File: src/rtl/arb_pkg.sv
`default_nettype none
// ============================================================================
// Package     : arb_pkg
// Description : Shared types and default sizes for the round-robin arbiter.
// Revision    : 1.0 - initial release
// ============================================================================
package arb_pkg;

  localparam int N_DEFAULT   = 4;
  localparam int IDW_DEFAULT = 2;

  // Two-state arbitration FSM: waiting for requests / resource owned.
  typedef enum logic [0:0] {
    IDLE  = 1'b0,
    GRANT = 1'b1
  } arb_state_t;

endpackage : arb_pkg
`default_nettype wire

File: src/rtl/prio_enc_n.sv
`default_nettype none
// ============================================================================
// Module      : prio_enc_n
// Description : Parameterised combinational priority encoder. The highest set
//               index wins; any_o flags that at least one input is set.
// Revision    : 1.0 - initial release
// ============================================================================
module prio_enc_n #(
  parameter int N   = 4,
  parameter int IDW = 2
) (
  input  logic [N-1:0]   req_i,
  output logic [IDW-1:0] idx_o,
  output logic           any_o
);

  // Ascending scan so the last (highest) set bit overwrites lower ones.
  always_comb begin
    idx_o = '0;
    for (int i = 0; i < N; i++) begin
      if (req_i[i]) begin
        idx_o = IDW'(i);
      end
    end
  end

  assign any_o = |req_i;

endmodule : prio_enc_n
`default_nettype wire

File: src/rtl/round_robin_arbiter.sv
`default_nettype none
// ============================================================================
// Module      : round_robin_arbiter
// Description : Grants one shared resource to one of N requesters. The grant
//               is held until done, abandonment or the hold limit. Fixed
//               (highest index) or round-robin (last owner lowest) policy.
//               Every release passes through one IDLE cycle.
// Revision    : 1.0 - initial release
// ============================================================================
module round_robin_arbiter
  import arb_pkg::*;
#(
  parameter int N        = N_DEFAULT,
  parameter int IDW      = IDW_DEFAULT,
  parameter int MAX_HOLD = 8
) (
  input  logic           clk,
  input  logic           rst,
  input  logic [N-1:0]   req_i,
  input  logic           done_i,
  input  logic           rr_en_i,
  output logic [N-1:0]   gnt_o,
  output logic [IDW-1:0] gnt_id_o,
  output logic           gnt_valid_o,
  output logic           timeout_o
);

  // Counter wide enough to reach MAX_HOLD; one bit when the limit is disabled.
  localparam int HCW = (MAX_HOLD > 0) ? $clog2(MAX_HOLD + 1) : 1;

  localparam logic [HCW-1:0] c_HOLD_MAX = HCW'(MAX_HOLD);
  localparam logic [HCW-1:0] c_HOLD_SAT = {HCW{1'b1}};
  localparam logic [IDW:0]   c_N        = (IDW + 1)'(N);
  localparam logic [N-1:0]   c_ONE      = {{(N - 1){1'b0}}, 1'b1};

  arb_state_t     state_q,    state_d;
  logic [N-1:0]   gnt_q,      gnt_d;
  logic [IDW-1:0] gnt_id_q,   gnt_id_d;
  logic           timeout_q,  timeout_d;
  logic [IDW-1:0] last_q,     last_d;
  logic [HCW-1:0] hold_cnt_q, hold_cnt_d;

  logic [IDW-1:0] w_shift;
  logic [2*N-1:0] w_req_dbl;
  logic [2*N-1:0] w_dbl_shr;
  logic [N-1:0]   w_req_rot;
  logic [IDW-1:0] w_rot_idx;
  logic           w_any;
  logic [IDW:0]   w_sum;
  logic [IDW:0]   w_sum_wrap;
  logic [IDW-1:0] w_win_id;
  logic [N-1:0]   w_win_onehot;
  logic           w_owner_req;

  // Fixed policy is round-robin with a zero rotation, so one encoder serves both.
  assign w_shift = rr_en_i ? last_q : '0;

  // Rotate right by the last owner: rotated bit i is request (i + last) mod N,
  // which puts the last owner at position 0, i.e. lowest priority.
  assign w_req_dbl = {req_i, req_i};
  assign w_dbl_shr = w_req_dbl >> w_shift;
  assign w_req_rot = w_dbl_shr[N-1:0];

  prio_enc_n #(
    .N   (N),
    .IDW (IDW)
  ) u_prio_enc (
    .req_i (w_req_rot),
    .idx_o (w_rot_idx),
    .any_o (w_any)
  );

  // Undo the rotation: winner = (rotated index + last) mod N.
  assign w_sum        = {1'b0, w_rot_idx} + {1'b0, w_shift};
  assign w_sum_wrap   = w_sum - c_N;
  assign w_win_id     = (w_sum >= c_N) ? w_sum_wrap[IDW-1:0] : w_sum[IDW-1:0];
  assign w_win_onehot = c_ONE << w_win_id;

  // Owner still requesting; other lanes are masked out so they cannot disturb it.
  assign w_owner_req = |(req_i & gnt_q);

  // Next-state logic: arbitrate in IDLE, then done > abandon > hold limit in GRANT.
  always_comb begin
    state_d    = state_q;
    gnt_d      = gnt_q;
    gnt_id_d   = gnt_id_q;
    timeout_d  = 1'b0;
    last_d     = last_q;
    hold_cnt_d = hold_cnt_q;
    case (state_q)
      IDLE: begin
        if (w_any) begin
          gnt_d      = w_win_onehot;
          gnt_id_d   = w_win_id;
          hold_cnt_d = HCW'(1);
          state_d    = GRANT;
        end else begin
          gnt_d    = '0;
          gnt_id_d = '0;
        end
      end
      GRANT: begin
        if (done_i || !w_owner_req) begin
          gnt_d      = '0;
          gnt_id_d   = '0;
          last_d     = gnt_id_q;
          hold_cnt_d = '0;
          state_d    = IDLE;
        end else if ((MAX_HOLD != 0) && (hold_cnt_q == c_HOLD_MAX)) begin
          gnt_d      = '0;
          gnt_id_d   = '0;
          last_d     = gnt_id_q;
          hold_cnt_d = '0;
          timeout_d  = 1'b1;
          state_d    = IDLE;
        end else if (hold_cnt_q != c_HOLD_SAT) begin
          hold_cnt_d = hold_cnt_q + HCW'(1);
        end
      end
      default: begin
        gnt_d      = '0;
        gnt_id_d   = '0;
        hold_cnt_d = '0;
        state_d    = IDLE;
      end
    endcase
  end

  // State and output registers; reset clears the grant immediately.
  always_ff @(posedge clk or posedge rst) begin
    if (rst) begin
      state_q    <= IDLE;
      gnt_q      <= '0;
      gnt_id_q   <= '0;
      timeout_q  <= 1'b0;
      last_q     <= '0;
      hold_cnt_q <= '0;
    end else begin
      state_q    <= state_d;
      gnt_q      <= gnt_d;
      gnt_id_q   <= gnt_id_d;
      timeout_q  <= timeout_d;
      last_q     <= last_d;
      hold_cnt_q <= hold_cnt_d;
    end
  end

  assign gnt_o       = gnt_q;
  assign gnt_id_o    = gnt_id_q;
  assign gnt_valid_o = |gnt_q;
  assign timeout_o   = timeout_q;

endmodule : round_robin_arbiter
`default_nettype wire

File: config.mk
export PLATFORM = sky130hd
export DESIGN_NAME = round_robin_arbiter
export DESIGN_NICKNAME = d
export VERILOG_FILES = /design/src/rtl/arb_pkg.sv /design/src/rtl/prio_enc_n.sv /design/src/rtl/round_robin_arbiter.sv
export SDC_FILE = /design/constraint.sdc
export NUM_CORES = 1
export LEC_CHECK = 0
export BUFFER_PORTS_ARGS = -buffer_cell sky130_fd_sc_hd__buf_4
export CAP_MARGIN = 5
export CORE_MARGIN = 5
export CORE_UTILIZATION = 34
export DETAILED_ROUTE_END_ITERATION = 16
export SETUP_SLACK_MARGIN = 0.05
export SYNTH_ARGS = -nofsm -noshare
export SYNTH_HDL_FRONTEND = slang
export SYNTH_HIERARCHICAL = 1
export SYNTH_SLANG_ARGS = --single-unit
File: constraint.sdc
create_clock -name clk -period 3.9 [get_ports clk]
set_input_delay 0 -clock clk [delete_from_list [all_inputs] [get_ports clk]]
set_output_delay 0 -clock clk [all_outputs]
set_load 0.02 [all_outputs]
==> impl_metrics.env <==
export IMPL_start_util_pct=34.6
export IMPL_slew_limit_headroom_pct=63.2
export IMPL_first_iter_violations=12
export IMPL_cp_start_kind="flop"
export IMPL_status="finished, final reports clean"
export IMPL_cts_hold_buf=2
export IMPL_core_rowCount=18
export IMPL_layout_min_cycle_time_ns=2.24
export IMPL_utilization_pct=42.6
export IMPL_clk_pin_slew_worst_paths_ns=0.08
export IMPL_leakagePower_nw=0.522
export IMPL_synth_edf_count=0
export IMPL_hold_violations=0
export IMPL_yosysWarningCount=6
export IMPL_worstPathArrival_ns=2.40
export IMPL_synth_async_sr_flop_share_pct=100
export IMPL_worst_pin_slew_ns=0.551
export IMPL_max_freq_ghz=0.446
export IMPL_synth_ff_latch_count=14
export IMPL_cts_buffer_depth=2
export IMPL_antenna_found_initial=0
export IMPL_die_y_um=59.5
export IMPL_postCtsResizedCells=0
export IMPL_h_tree_depth=1
export IMPL_nets=115
export IMPL_grt_overflow_total=0
export IMPL_pwr_density_cell_nw_per_um2=658
export IMPL_rr_endpoint="state_q$_DFF_PP0_"
export IMPL_grt_max_degree=15
export IMPL_cp_data_required_time_ns=4.05
export IMPL_final_cell_mix="buf_4 (15), dfrtp_1 (14), mux2i_1 (8), inv_1 (6)"
export IMPL_cts_root_buf="clkbuf_4"
export IMPL_port_buffers=15
export IMPL_holdCritPathClass="primary input to async pin"
export IMPL_antenna_left=0
export IMPL_cts_tree="done"
export IMPL_timing_rr_start="last_q[0]$_DFFE_PP0P_"
export IMPL_wl_um=1870
export IMPL_post_cts_buffers=0
export IMPL_finalCritPeriodShare_pct=57.5
export IMPL_finClkSkew_ns=0.00585
export IMPL_setup_violations=0
export IMPL_clk_latency_ns=0.27
export IMPL_mappedNetlistArea_um2=835
export IMPL_worstRegToRegCells=7
export IMPL_clkSinkCount=14
export IMPL_layout_commonest_cell="buf_4"
export IMPL_wl_per_cell_um=14.1
export IMPL_drc=0
export IMPL_first_pass_iters=4
export IMPL_place_congestion=0.766
export IMPL_critPathCaptureType="flop"
export IMPL_vias=684
export IMPL_yosysUniqueCellTypes=32
export IMPL_syn2layout_area_growth_pct=23.1
export IMPL_syn_num_nets=93
export IMPL_yosysSeqAreaShare_pct=42.0
export IMPL_die_x_um=59.5
export IMPL_grt_usage_pct=12.0
export IMPL_slowest_delay_ns=0.38
export IMPL_die_area_um2=3550
export IMPL_cts_inserted_buffers=3
export IMPL_crit_top_cell="mux2i_1"
export IMPL_critPathSlowestCell="dfrtp_1"
export IMPL_vias_per_cell=5.18
export IMPL_r2r_slack_ns=1.66
export IMPL_hpwlAfterDp_um=1510
export IMPL_rsz0062_at_grt="no"
export IMPL_pin_count=16
export IMPL_avgSynthCellArea_um2=10.2
export IMPL_netlist_instances=82
export IMPL_crit_fanout=5
export IMPL_first_global_vias=714
export IMPL_worst_setup_path_type="flop to flop"
export IMPL_drive_gt1_share_pct=20.6
export IMPL_drv_cap=0
export IMPL_coreArea_um2=2410
export IMPL_drv_slew=0
export IMPL_peakVddDrop_mv=0.364
export IMPL_timing_setup_tns_ns=0
export IMPL_n_antenna_cell=0
export IMPL_worstPathCellList="nand2_1 -> mux2i_1 -> mux2i_1 -> or2_1 -> or3_1 -> nor2b_1 -> or2_2"
export IMPL_ys_flop_type="dfrtp_1"
export IMPL_grt_pass1_wl_um=3140
## registers in the layout (all words and copies together) (netlist names)
name and flops:
gnt_id_o 2, hold_cnt_q 4, timeout_o 1, last_q 2
state_q 1, gnt_o 4
## critical path, delay by kind of cell (launching register included)
family           cells  cell delay (ns)
DFF                  1             0.38
muxes                2             0.39
and+or+nand+nor      5             1.34
## per-layer routing
metal  track usage [%]  wire length [um]  vias up  share of wire [%]
li1                  -                 -      346                  -
met3              2.83                97        2                5.2
met2              21.2               939       12                 50
met5                 0                 0        -                  0
met4              5.70                12        0               0.64
met1              13.5               817      324                 44
## stage by stage
stage               hold slack, ns  power [mW]  instances  setup WS, ns  cell area (um^2)
floorplan                   -0.111       0.483         82          1.87               835
global placement            0.0887       0.597        127          1.74               985
detailed placement          0.0883       0.607        127          1.66               985
CTS                          0.337       0.690        132          1.63              1030
global route                 0.365       0.740        132          1.49              1030
finish                       0.335       0.676        132          1.66              1030
## where the power goes
group	internal [mW]	switching (mW)	total (mW)
logic	0.164	0.193	0.357
registers	0.194	0.0477	0.242
clock network	0.0357	0.0425	0.0782
## synth_stat cells (all sizes together) (2+ instances only)
library cell	n	area [um^2]
a21o	2	15.0
a21oi	5	25.0
a22o	5	43.8
dfrtp	14	350
ha	3	37.5
inv	6	22.5
mux2	2	22.5
mux2i	8	80.1
nand2	5	18.8
nand2b	2	12.5
nand3b	2	15.0
nor2	5	18.8
nor3	3	20.0
o2bb2ai	2	17.5
or2	2	12.5
xnor2	2	17.5
## worst max path at each step
stage,start,end,slack (ns),depth (start not counted)
detailed placement,last_q[0]$_DFFE_PP0P_,state_q$_DFF_PP0_,1.66,7
floorplan,last_q[0]$_DFFE_PP0P_,state_q$_DFF_PP0_,1.87,7
finish,last_q[0]$_DFFE_PP0P_,state_q$_DFF_PP0_,1.66,7
global placement,last_q[0]$_DFFE_PP0P_,state_q$_DFF_PP0_,1.74,7
CTS,last_q[0]$_DFFE_PP0P_,state_q$_DFF_PP0_,1.63,7
global route,last_q[0]$_DFFE_PP0P_,gnt_o[2]$_DFFE_PP0P_,1.49,10
## area by class of cell
cell class / count / area [um^2]
tap: 30 / 37.5
multi-input combinational: 62 / 462
inverter: 6 / 22.5
sequential: 14 / 350
clock buffer: 3 / 22.5
fill: 245 / 1380
timing repair buffer: 17 / 133
## logic make-up (layout without fill, tap and decap cells)
logic type | after synthesis | count (layout) | synth area share [%]
and+or+nand+nor | 27 | 27 | 18.4
AOI/OAI and AO/OA | 20 | 20 | 18.0
DFF | 14 | 14 | 42.0
muxes | 10 | 10 | 12.3
buffers and inverters | 6 | 26 | 2.70
adders and majority gates | 3 | 3 | 4.50
xor gates and xnor gates | 2 | 2 | 2.10
No activity file was read; power rests on OpenSTA's default activity.
